[config.mk]
export PLATFORM = sky130hd
export DESIGN_NAME = i2c_arbiter_flat
export DESIGN_NICKNAME = d
export VERILOG_FILES = /design/src/rtl/i2c_arbiter_if.sv /design/src/rtl/i2c_arbiter.sv /design/src/flat_wrapper.sv
export SDC_FILE = /design/constraint.sdc
export NUM_CORES = 1
export LEC_CHECK = 0
export CORE_ASPECT_RATIO = 0.9
export CORE_MARGIN = 2
export CORE_UTILIZATION = 30
export DETAILED_ROUTE_END_ITERATION = 10
export PLACE_DENSITY = 0.86
export SLEW_MARGIN = 20
export SYNTH_ARGS = -nofsm -noshare
export SYNTH_HDL_FRONTEND = slang
export SYNTH_SLANG_ARGS = --single-unit
[constraint.sdc]
create_clock -name clk -period 5.4 [get_ports clk]
set_clock_uncertainty 0.05 [all_clocks]
set_input_delay 1.08 -clock clk [delete_from_list [all_inputs] [get_ports clk]]
set_output_delay 1.08 -clock clk [all_outputs]
set_load 0.02 [all_outputs]
[src/rtl/i2c_arbiter_if.sv]
// i2c_arbiter_if
//   Bundles the two requester ports (A, B) and the I2C master command/data
//   port that i2c_arbiter shares between them.
//   Modports:
//     slave  - the arbiter: takes requests/strobes/bytes from A and B and
//              master status; drives grants, gated ready/read data and the
//              muxed command stream toward the master.
//     master - the environment (requesters plus I2C master): the reverse
//              directions.
interface i2c_arbiter_if;
    // Requester A (time-set writer)
    logic       a_req;
    logic       a_gnt;
    logic       a_wr_addr;
    logic       a_rd_addr;
    logic [6:0] a_addr;
    logic [7:0] a_byte_read;
    logic       a_in_valid;
    logic [7:0] a_in_data;
    logic       a_in_ready;
    logic       a_out_valid;
    logic [7:0] a_out_data;
    // Requester B (periodic DS1307 reader)
    logic       b_req;
    logic       b_gnt;
    logic       b_wr_addr;
    logic       b_rd_addr;
    logic [6:0] b_addr;
    logic [7:0] b_byte_read;
    logic       b_in_valid;
    logic [7:0] b_in_data;
    logic       b_in_ready;
    logic       b_out_valid;
    logic [7:0] b_out_data;
    // I2C master side
    logic       m_wr_addr;
    logic       m_rd_addr;
    logic [6:0] m_addr;
    logic [7:0] m_byte_read;
    logic       m_in_valid;
    logic [7:0] m_in_data;
    logic       m_in_ready;
    logic       m_out_valid;
    logic [7:0] m_out_data;

    modport slave (
        input  a_req, a_wr_addr, a_rd_addr, a_addr, a_byte_read, a_in_valid, a_in_data,
        output a_gnt, a_in_ready, a_out_valid, a_out_data,
        input  b_req, b_wr_addr, b_rd_addr, b_addr, b_byte_read, b_in_valid, b_in_data,
        output b_gnt, b_in_ready, b_out_valid, b_out_data,
        output m_wr_addr, m_rd_addr, m_addr, m_byte_read, m_in_valid, m_in_data,
        input  m_in_ready, m_out_valid, m_out_data
    );

    modport master (
        output a_req, a_wr_addr, a_rd_addr, a_addr, a_byte_read, a_in_valid, a_in_data,
        input  a_gnt, a_in_ready, a_out_valid, a_out_data,
        output b_req, b_wr_addr, b_rd_addr, b_addr, b_byte_read, b_in_valid, b_in_data,
        input  b_gnt, b_in_ready, b_out_valid, b_out_data,
        input  m_wr_addr, m_rd_addr, m_addr, m_byte_read, m_in_valid, m_in_data,
        output m_in_ready, m_out_valid, m_out_data
    );
endinterface

[src/rtl/i2c_arbiter.sv]
// i2c_arbiter
//   Shares one I2C master command/data port between requester A (time-set
//   writer) and requester B (periodic DS1307 reader). One owner per
//   transaction; the owner's strobes and bytes are muxed to the master, read
//   bytes and ready go only to the owner, and the master must show
//   GUARD_CYCLES consecutive ready cycles after a release before any new
//   grant. Simultaneous requests alternate (round-robin on last owner);
//   PRIORITY_A picks who wins the very first tie.
//   Ports:
//     clk          system clock
//     reset_n      asynchronous reset, active-low
//     bus          i2c_arbiter_if.slave - requester A/B ports and master port
//     timeout_flag sticky forced-release indicator
//   Optional feature macro: ARB_TIMEOUT_EN - limits one grant to
//   TIMEOUT_CYCLES cycles; without it timeout_flag is tied low.
module i2c_arbiter #(
    parameter int unsigned PRIORITY_A     = 1,
    parameter int unsigned GUARD_CYCLES   = 4,
    parameter int unsigned TIMEOUT_CYCLES = 131071
) (
    input  logic         clk,
    input  logic         reset_n,
    i2c_arbiter_if.slave bus,
    output logic         timeout_flag
);

    if (GUARD_CYCLES < 1 || GUARD_CYCLES > 15) begin : g_bad_guard
        $error("GUARD_CYCLES must be in 1..15");
    end
    if (TIMEOUT_CYCLES < 1 || TIMEOUT_CYCLES > 131071) begin : g_bad_timeout
        $error("TIMEOUT_CYCLES must be in 1..131071");
    end

    typedef enum logic [1:0] {IDLE, GNT_A, GNT_B, DRAIN} state_t;

    localparam logic [3:0] GUARD_LAST = 4'(GUARD_CYCLES - 1);

    state_t     state;
    logic       a_gnt_q;
    logic       b_gnt_q;
    logic       last_b;      // 1: B owned the bus most recently
    logic [3:0] guard_cnt;
    logic       a_ok;
    logic       b_ok;
    logic       pick_a;

`ifdef ARB_TIMEOUT_EN
    localparam logic [16:0] HOLD_LAST = 17'(TIMEOUT_CYCLES - 1);

    logic [16:0] hold_cnt;
    logic        a_blocked;  // forced off; must drop req before re-grant
    logic        b_blocked;
    logic        flag_q;
    logic        flag_b;     // requester whose grant was forced off

    assign a_ok         = bus.a_req & ~a_blocked;
    assign b_ok         = bus.b_req & ~b_blocked;
    assign timeout_flag = flag_q;
`else
    assign a_ok         = bus.a_req;
    assign b_ok         = bus.b_req;
    assign timeout_flag = 1'b0;
`endif

    assign pick_a    = a_ok & (~b_ok | last_b);
    assign bus.a_gnt = a_gnt_q;
    assign bus.b_gnt = b_gnt_q;

    always_ff @(posedge clk or negedge reset_n) begin
        if (!reset_n) begin
            state     <= IDLE;
            a_gnt_q   <= 1'b0;
            b_gnt_q   <= 1'b0;
            last_b    <= (PRIORITY_A == 1);
            guard_cnt <= '0;
`ifdef ARB_TIMEOUT_EN
            hold_cnt  <= '0;
            a_blocked <= 1'b0;
            b_blocked <= 1'b0;
            flag_q    <= 1'b0;
            flag_b    <= 1'b0;
`endif
        end else begin
            case (state)
                IDLE: begin
                    guard_cnt <= '0;
                    if (bus.m_in_ready && (a_ok || b_ok)) begin
`ifdef ARB_TIMEOUT_EN
                        hold_cnt <= '0;
                        if (flag_b != pick_a) flag_q <= 1'b0;
`endif
                        if (pick_a) begin
                            state   <= GNT_A;
                            a_gnt_q <= 1'b1;
                            last_b  <= 1'b0;
                        end else begin
                            state   <= GNT_B;
                            b_gnt_q <= 1'b1;
                            last_b  <= 1'b1;
                        end
                    end
                end
                GNT_A, GNT_B: begin
                    if (!((state == GNT_A) ? bus.a_req : bus.b_req)) begin
                        state     <= DRAIN;
                        a_gnt_q   <= 1'b0;
                        b_gnt_q   <= 1'b0;
                        guard_cnt <= '0;
                    end
`ifdef ARB_TIMEOUT_EN
                    else if (hold_cnt == HOLD_LAST) begin
                        state     <= DRAIN;
                        a_gnt_q   <= 1'b0;
                        b_gnt_q   <= 1'b0;
                        guard_cnt <= '0;
                        flag_q    <= 1'b1;
                        flag_b    <= (state == GNT_B);
                        if (state == GNT_A) a_blocked <= 1'b1;
                        else                b_blocked <= 1'b1;
                    end else begin
                        hold_cnt <= hold_cnt + 1'b1;
                    end
`endif
                end
                DRAIN: begin
                    // Only an unbroken run of ready cycles counts as drained.
                    if (!bus.m_in_ready)              guard_cnt <= '0;
                    else if (guard_cnt == GUARD_LAST) state     <= IDLE;
                    else                              guard_cnt <= guard_cnt + 1'b1;
                end
                default: state <= IDLE;
            endcase
`ifdef ARB_TIMEOUT_EN
            if (!bus.a_req) a_blocked <= 1'b0;
            if (!bus.b_req) b_blocked <= 1'b0;
`endif
        end
    end

    // Mux follows the state register so an async reset zeroes it at once.
    always_comb begin
        bus.m_wr_addr   = 1'b0;
        bus.m_rd_addr   = 1'b0;
        bus.m_addr      = '0;
        bus.m_byte_read = '0;
        bus.m_in_valid  = 1'b0;
        bus.m_in_data   = '0;
        bus.a_in_ready  = 1'b0;
        bus.a_out_valid = 1'b0;
        bus.a_out_data  = '0;
        bus.b_in_ready  = 1'b0;
        bus.b_out_valid = 1'b0;
        bus.b_out_data  = '0;
        case (state)
            GNT_A: begin
                bus.m_wr_addr   = bus.a_wr_addr;
                bus.m_rd_addr   = bus.a_rd_addr;
                bus.m_addr      = bus.a_addr;
                bus.m_byte_read = bus.a_byte_read;
                bus.m_in_valid  = bus.a_in_valid;
                bus.m_in_data   = bus.a_in_data;
                bus.a_in_ready  = bus.m_in_ready;
                bus.a_out_valid = bus.m_out_valid;
                bus.a_out_data  = bus.m_out_data;
            end
            GNT_B: begin
                bus.m_wr_addr   = bus.b_wr_addr;
                bus.m_rd_addr   = bus.b_rd_addr;
                bus.m_addr      = bus.b_addr;
                bus.m_byte_read = bus.b_byte_read;
                bus.m_in_valid  = bus.b_in_valid;
                bus.m_in_data   = bus.b_in_data;
                bus.b_in_ready  = bus.m_in_ready;
                bus.b_out_valid = bus.m_out_valid;
                bus.b_out_data  = bus.m_out_data;
            end
            default: ;
        endcase
    end

endmodule

[src/flat_wrapper.sv]
// flat-port wrapper written by rule: the top's interface ports become plain ports
module i2c_arbiter_flat 
#(
    parameter int unsigned PRIORITY_A     = 1,
    parameter int unsigned GUARD_CYCLES   = 4,
    parameter int unsigned TIMEOUT_CYCLES = 131071
)
  (clk, reset_n, timeout_flag, bus_a_req, bus_a_wr_addr, bus_a_rd_addr, bus_a_addr, bus_a_byte_read, bus_a_in_valid, bus_a_in_data, bus_a_gnt, bus_a_in_ready, bus_a_out_valid, bus_a_out_data, bus_b_req, bus_b_wr_addr, bus_b_rd_addr, bus_b_addr, bus_b_byte_read, bus_b_in_valid, bus_b_in_data, bus_b_gnt, bus_b_in_ready, bus_b_out_valid, bus_b_out_data, bus_m_wr_addr, bus_m_rd_addr, bus_m_addr, bus_m_byte_read, bus_m_in_valid, bus_m_in_data, bus_m_in_ready, bus_m_out_valid, bus_m_out_data);
  i2c_arbiter_if bus_i ();
  input  logic clk;
  input  logic reset_n;
  output logic timeout_flag;
  input wire logic [$bits(bus_i.a_req)-1:0] bus_a_req;
  input wire logic [$bits(bus_i.a_wr_addr)-1:0] bus_a_wr_addr;
  input wire logic [$bits(bus_i.a_rd_addr)-1:0] bus_a_rd_addr;
  input wire logic [$bits(bus_i.a_addr)-1:0] bus_a_addr;
  input wire logic [$bits(bus_i.a_byte_read)-1:0] bus_a_byte_read;
  input wire logic [$bits(bus_i.a_in_valid)-1:0] bus_a_in_valid;
  input wire logic [$bits(bus_i.a_in_data)-1:0] bus_a_in_data;
  output wire logic [$bits(bus_i.a_gnt)-1:0] bus_a_gnt;
  output wire logic [$bits(bus_i.a_in_ready)-1:0] bus_a_in_ready;
  output wire logic [$bits(bus_i.a_out_valid)-1:0] bus_a_out_valid;
  output wire logic [$bits(bus_i.a_out_data)-1:0] bus_a_out_data;
  input wire logic [$bits(bus_i.b_req)-1:0] bus_b_req;
  input wire logic [$bits(bus_i.b_wr_addr)-1:0] bus_b_wr_addr;
  input wire logic [$bits(bus_i.b_rd_addr)-1:0] bus_b_rd_addr;
  input wire logic [$bits(bus_i.b_addr)-1:0] bus_b_addr;
  input wire logic [$bits(bus_i.b_byte_read)-1:0] bus_b_byte_read;
  input wire logic [$bits(bus_i.b_in_valid)-1:0] bus_b_in_valid;
  input wire logic [$bits(bus_i.b_in_data)-1:0] bus_b_in_data;
  output wire logic [$bits(bus_i.b_gnt)-1:0] bus_b_gnt;
  output wire logic [$bits(bus_i.b_in_ready)-1:0] bus_b_in_ready;
  output wire logic [$bits(bus_i.b_out_valid)-1:0] bus_b_out_valid;
  output wire logic [$bits(bus_i.b_out_data)-1:0] bus_b_out_data;
  output wire logic [$bits(bus_i.m_wr_addr)-1:0] bus_m_wr_addr;
  output wire logic [$bits(bus_i.m_rd_addr)-1:0] bus_m_rd_addr;
  output wire logic [$bits(bus_i.m_addr)-1:0] bus_m_addr;
  output wire logic [$bits(bus_i.m_byte_read)-1:0] bus_m_byte_read;
  output wire logic [$bits(bus_i.m_in_valid)-1:0] bus_m_in_valid;
  output wire logic [$bits(bus_i.m_in_data)-1:0] bus_m_in_data;
  input wire logic [$bits(bus_i.m_in_ready)-1:0] bus_m_in_ready;
  input wire logic [$bits(bus_i.m_out_valid)-1:0] bus_m_out_valid;
  input wire logic [$bits(bus_i.m_out_data)-1:0] bus_m_out_data;
  assign bus_i.a_req = bus_a_req;
  assign bus_i.a_wr_addr = bus_a_wr_addr;
  assign bus_i.a_rd_addr = bus_a_rd_addr;
  assign bus_i.a_addr = bus_a_addr;
  assign bus_i.a_byte_read = bus_a_byte_read;
  assign bus_i.a_in_valid = bus_a_in_valid;
  assign bus_i.a_in_data = bus_a_in_data;
  assign bus_a_gnt = bus_i.a_gnt;
  assign bus_a_in_ready = bus_i.a_in_ready;
  assign bus_a_out_valid = bus_i.a_out_valid;
  assign bus_a_out_data = bus_i.a_out_data;
  assign bus_i.b_req = bus_b_req;
  assign bus_i.b_wr_addr = bus_b_wr_addr;
  assign bus_i.b_rd_addr = bus_b_rd_addr;
  assign bus_i.b_addr = bus_b_addr;
  assign bus_i.b_byte_read = bus_b_byte_read;
  assign bus_i.b_in_valid = bus_b_in_valid;
  assign bus_i.b_in_data = bus_b_in_data;
  assign bus_b_gnt = bus_i.b_gnt;
  assign bus_b_in_ready = bus_i.b_in_ready;
  assign bus_b_out_valid = bus_i.b_out_valid;
  assign bus_b_out_data = bus_i.b_out_data;
  assign bus_m_wr_addr = bus_i.m_wr_addr;
  assign bus_m_rd_addr = bus_i.m_rd_addr;
  assign bus_m_addr = bus_i.m_addr;
  assign bus_m_byte_read = bus_i.m_byte_read;
  assign bus_m_in_valid = bus_i.m_in_valid;
  assign bus_m_in_data = bus_i.m_in_data;
  assign bus_i.m_in_ready = bus_m_in_ready;
  assign bus_i.m_out_valid = bus_m_out_valid;
  assign bus_i.m_out_data = bus_m_out_data;
  i2c_arbiter #(.PRIORITY_A(PRIORITY_A), .GUARD_CYCLES(GUARD_CYCLES), .TIMEOUT_CYCLES(TIMEOUT_CYCLES)) u_core (.clk(clk), .reset_n(reset_n), .bus(bus_i), .timeout_flag(timeout_flag));
endmodule
**Word-level counts from Yosys, hierarchy flattened**

Cells that the tools add are included.

- Output and inout port bits: 49
- Logic and storage cells: 61
- Register bits after elaboration: 9
- Input port bits: 66

- Equality and inequality tests: 11
- Add/sub/neg operators: 1
- Muxes and demuxes: 31
- Reduce and logical (&&, ||, !) cells: 10
- Bitwise logic cells: 3

Operator list:

| operator | number |
|---|---|
| $pmux 8 s2 | 2 |
| $mux 8 | 2 |
| $pmux 7 s2 | 1 |
| $mux 4 | 3 |
| $pmux 4 s3 | 1 |
| $reduce_and 4->1 | 3 |
| $mux 1 | 11 |
| $mux 2 | 5 |
| $pmux 1 s2 | 5 |
| $ne 2x1->1 const B | 3 |
| $ne 2x2->1 const B | 3 |
| $pmux 2 s3 | 1 |
| $add 4x1->4 const B | 1 |
| $eq 2x2->1 const B | 2 |
| $eq 4x2->1 const B | 1 |
| $reduce_and 2->1 | 2 |
| $ne 3x3->1 const B | 1 |
| $eq 2x1->1 const B | 1 |
| $logic_not 2->1 | 1 |
| $reduce_bool 2->1 | 1 |
| $reduce_or 2->1 | 1 |
| $and 1x1->1 | 1 |
| $logic_and 1x1->1 | 1 |
| $logic_or 1x1->1 | 1 |
| 2 further kinds | 2 |

**Logic depth before layout (Yosys ltp)**

- Depth in word-level cells: 6
- Depth in mapped cells: 7

**Least setup slack after synthesis**

OpenSTA, ideal clock, no wires.

- Kind: register -> output
- Start: reg u_core.state[0]
- End: out bus_m_addr[0]
- Arrival: 1604 ps
- Path slack: 2666 ps
- Cell stages (with the launch flop): 7
- Data required time: 4270 ps
- Cell sequence: dfrtp_1 -> inv_1 -> ha_1 -> buf_2 -> clkinv_1 -> clkbuf_1 -> nor2_1

- Word-level cells in the longest chain between the ends: 2
- Elaborated cells on any way between the ends: 3
- Classes of those cells: eq/ne: 2; mux: 1

Ends and longest elaborated chain:

| what | RTL line | text |
|---|---|---|
| from (decl) | i2c_arbiter.sv:38 | `state_t state;` |
| from (signal assigned) | i2c_arbiter.sv:71 | `state <= IDLE;` |
| from (signal assigned) | i2c_arbiter.sv:93 | `state <= GNT_A;` |
| from (signal assigned) | i2c_arbiter.sv:97 | `state <= GNT_B;` |
| $eq 2x2->1 or $eq 2x1->1 (tied branches) | i2c_arbiter.sv:154 | `case (state)` |
| $pmux 7 s2 * | i2c_arbiter.sv:154 |  |
| to (decl) | flat_wrapper.sv:37 | `output wire logic [$bits(bus_i.m_addr)-1:0] bus_m_addr;` |

Mark *: on every way between the ends. The rest lies on a longest branch, timed or not.

**Worst setup path in the final report**

- Start: reg u_core.state[0]
- End: out bus_m_byte_read[6]

- Word-level cells in the longest chain between the ends: 2
- Elaborated cells on any way between the ends: 3
- Classes of those cells: eq/ne: 2; mux: 1

Ends and longest elaborated chain:

| what | RTL line | text |
|---|---|---|
| $eq 2x2->1 or $eq 2x1->1 (tied branches) | i2c_arbiter.sv:154 |  |
| $pmux 8 s2 * | i2c_arbiter.sv:154 |  |
| to (decl) | flat_wrapper.sv:38 | `output wire logic [$bits(bus_i.m_byte_read)-1:0] bus_m_byte_read;` |

Marks and branches as above.

==> summary.md <==
| Metric | Value |
|---|---|
| Setup CP Type | register to output port |
| Final Slew Violations | 0 |
| Crit path launch type | register |
| Tmin final | 3950 ps |
| WL/cell | 14.3 um |
| RSZ-0062 raised after global routing | false |
| Worst Tran Pin Value | 699 ps |
| Cells taking the most area after synthesis | dfrtp_1 (19%), a22oi_1 (19%), and2_1 (12%) |
| Synthesized cell area | 1050 um^2 |
| Fmax achieved | 0.253 GHz |
| Max_slew headroom | 53.1% |
| Total Die Area | 3980 um^2 |
| Layout cells sized above 1 | 4.47% |
| Most frequent cells in the layout | clkdlybuf4s50_1 (113), a22oi_1 (26), nor2_1 (26), and2_1 (20), dfrtp_1 (8) |
| Final nets | 318 |
| Core Box Area | 3350 um^2 |
| Filler instances | 322 |
| Worst hold path type | register to register |
| Setup bufs post-CTS | 0 |
| Largest area contributor in the netlist | dfrtp_1 |
| GRT overflow | 0 |
| WP data arrival | 2820 ps |
| Power Dens Cells | 523 nW/um^2 |
| Netlist cell types | 31 |
| Num CTS Buffers | 3 |
| Clock sink count | 9 |
| Commonest non-fill, non-tap cell in the layout | clkdlybuf4s50_1 |
| Initial drt markers | 68 |
| Top-area cell type share of the netlist area | 19.1% |
| Total track usage | 20.0% |
| Setup TNS | 0 ps |
| Std cell rows | 20 |
| Final hold vios | 0 |
| Area delta synth->final | 113% |
| Detailed placer's ending HPWL | 3.27 mm |
| Max rail drop VDD | 0.266 mV |
| Port-buffer cells | 113 |
| Antenna Nets Post-Route | 0 |
| Yosys reg bits | 9 |
| IO Pins | 115 |
| Max-cap viol count | 0 |
| Setup crit end kind | output port |
| Diodes inserted | 0 |
| Via count | 1435 |
| DRC viols | 0 |
| Worst-path clk slew | 50 ps |
| Drt pass-1 iters | 4 |
| Syn_area_per_cell | 7.54 um^2 |
| Min Hold Slack | 440 ps |
| Post-CTS Resized | 0 |
| Sequential-to-total area share from yosys stat | 21.6% |
| Post-Synthesis Cells | 139 |
| WL final | 4.14 mm |
| Starting Density | 31.3% |
| First-pass GRT wire length | 6.21 mm |
| Leakage power | 0.884 nW |
| Synth warn | 0 |
| CTS tree | yes |
| Tcrit/Tclk final | 73.1% |
| CTS root buffer | clkbuf_8 |
| # setup viols final | 0 |
| Initial antenna violation count | 0 |
| DIE WIDTH | 66.3 um |
| Fin util | 66.7% |
| Final total power | 1.17 mW |
| Syn_nets | 210 |
| Critical path required time | 4270 ps |
| Crit-path max FO | 27 |
| GPL Wtd Cong | 0.761 |
| # hold bufs at CTS | 0 |
| Clk buf depth | 2 |
| Clock Latency Late Sink | 230 ps |
| Die Y | 60.1 um |
| Status | finished, final reports clean |
| Via-per-instance ratio | 4.95 |
| Vias in the first global route | 1321 |
| Largest net degree at the start of global routing | 28 |
| CTS H-Tree Depth | 1 |
power by group:
group,switching (mW),internal (mW),total [mW]
Combinational,0.532,0.446,0.977
Clock,0.0278,0.0515,0.0793
Sequential,0.0209,0.0935,0.114
Total,0.580,0.591,1.17
synth_stat cells:
cell and instances:
buf_2 1, o21ai_0 5, buf_4 1, nand4_1 1
nand3_1 1, inv_1 3, and2_1 20, o2bb2ai_1 3
a21oi_1 3, and2b_1 1, a21boi_0 1, mux2i_1 2
conb_1 1, dfrtp_1 8, a31oi_1 2, buf_6 1
a32o_1 2, nor2_1 26, nand2b_1 2, nand2_2 1
ha_1 5, a22oi_1 26, clkbuf_1 9, dfstp_2 1
or3b_2 1, clkinv_1 1, a41oi_1 2, nand2_1 5
mux2_4 2, a22oi_4 1, o21ai_1 1
metrics by stage:
stage	setup WS (ps)	cells	instance area, um^2
final	1450	290	2240
after global routing	1240	290	2240
after CTS	1410	290	2240
after detailed placement	1680	286	2190
after global placement	1770	286	2190
after floorplan	2670	139	1050
critical path, cell delays in order, from the launching register on:
cell             delay, ps
dfrtp_1                400
inv_1                   90
ha_1                   480
clkinv_1               650
nor2_1                 300
clkdlybuf4s50_1        660
layout make-up:
class                   instances  area (um^2)  share of cell area [%]
clock buffers                   4         45.0                    2.01
inverters                       4         15.0                   0.671
multi-input cells             114          749                    33.5
flip-flops and latches          9          226                    10.1
well taps                      44         55.1                    2.46
repair buffers                115         1150                    51.2
routing by layer:
layer | part of all wire [%] | global-route usage [%] | vias to the layer above
met5 | 0 | 0 | -
met4 | 1.2 | 4.96 | 0
met3 | 11 | 6.21 | 6
met2 | 50 | 34.3 | 73
met1 | 38 | 24.4 | 642
li1 | - | - | 714
worst paths after layout:
path,depth (start not counted),slack (ps),to,start
max,5,1450,bus_m_byte_read[6],u_core.state[0]
min,1,440,u_core.guard_cnt[3],u_core.guard_cnt[3]
max in group asynchronous,1,3870,u_core.last_b,reset_n
min reg2reg,1,440,u_core.guard_cnt[3],u_core.guard_cnt[3]
max reg2reg,5,3130,u_core.state[0],u_core.state[0]
min in group asynchronous,1,1100,u_core.state[1],reset_n
sequential cells by signal, indices dropped and copies added, names as in the netlist:
register and flops:
u_core.last_b 1, u_core.bus.b_gnt 1, u_core.guard_cnt 4, u_core.state 2, u_core.bus.a_gnt 1
cell families (layout without fill, tap and decap cells):
family	count (synthesis)	after routing	share of synthesized area [%]
buffers and inverters	16	123	6.92
other	1	1	0.358
DFF	9	9	21.6
muxes	4	4	4.77
adders and majority gates	5	5	5.97
AOI/OAI and AO/OA	46	46	32.9
and+or+nand+nor	58	58	27.4
Note: power is estimated with default switching activity, not from simulation.
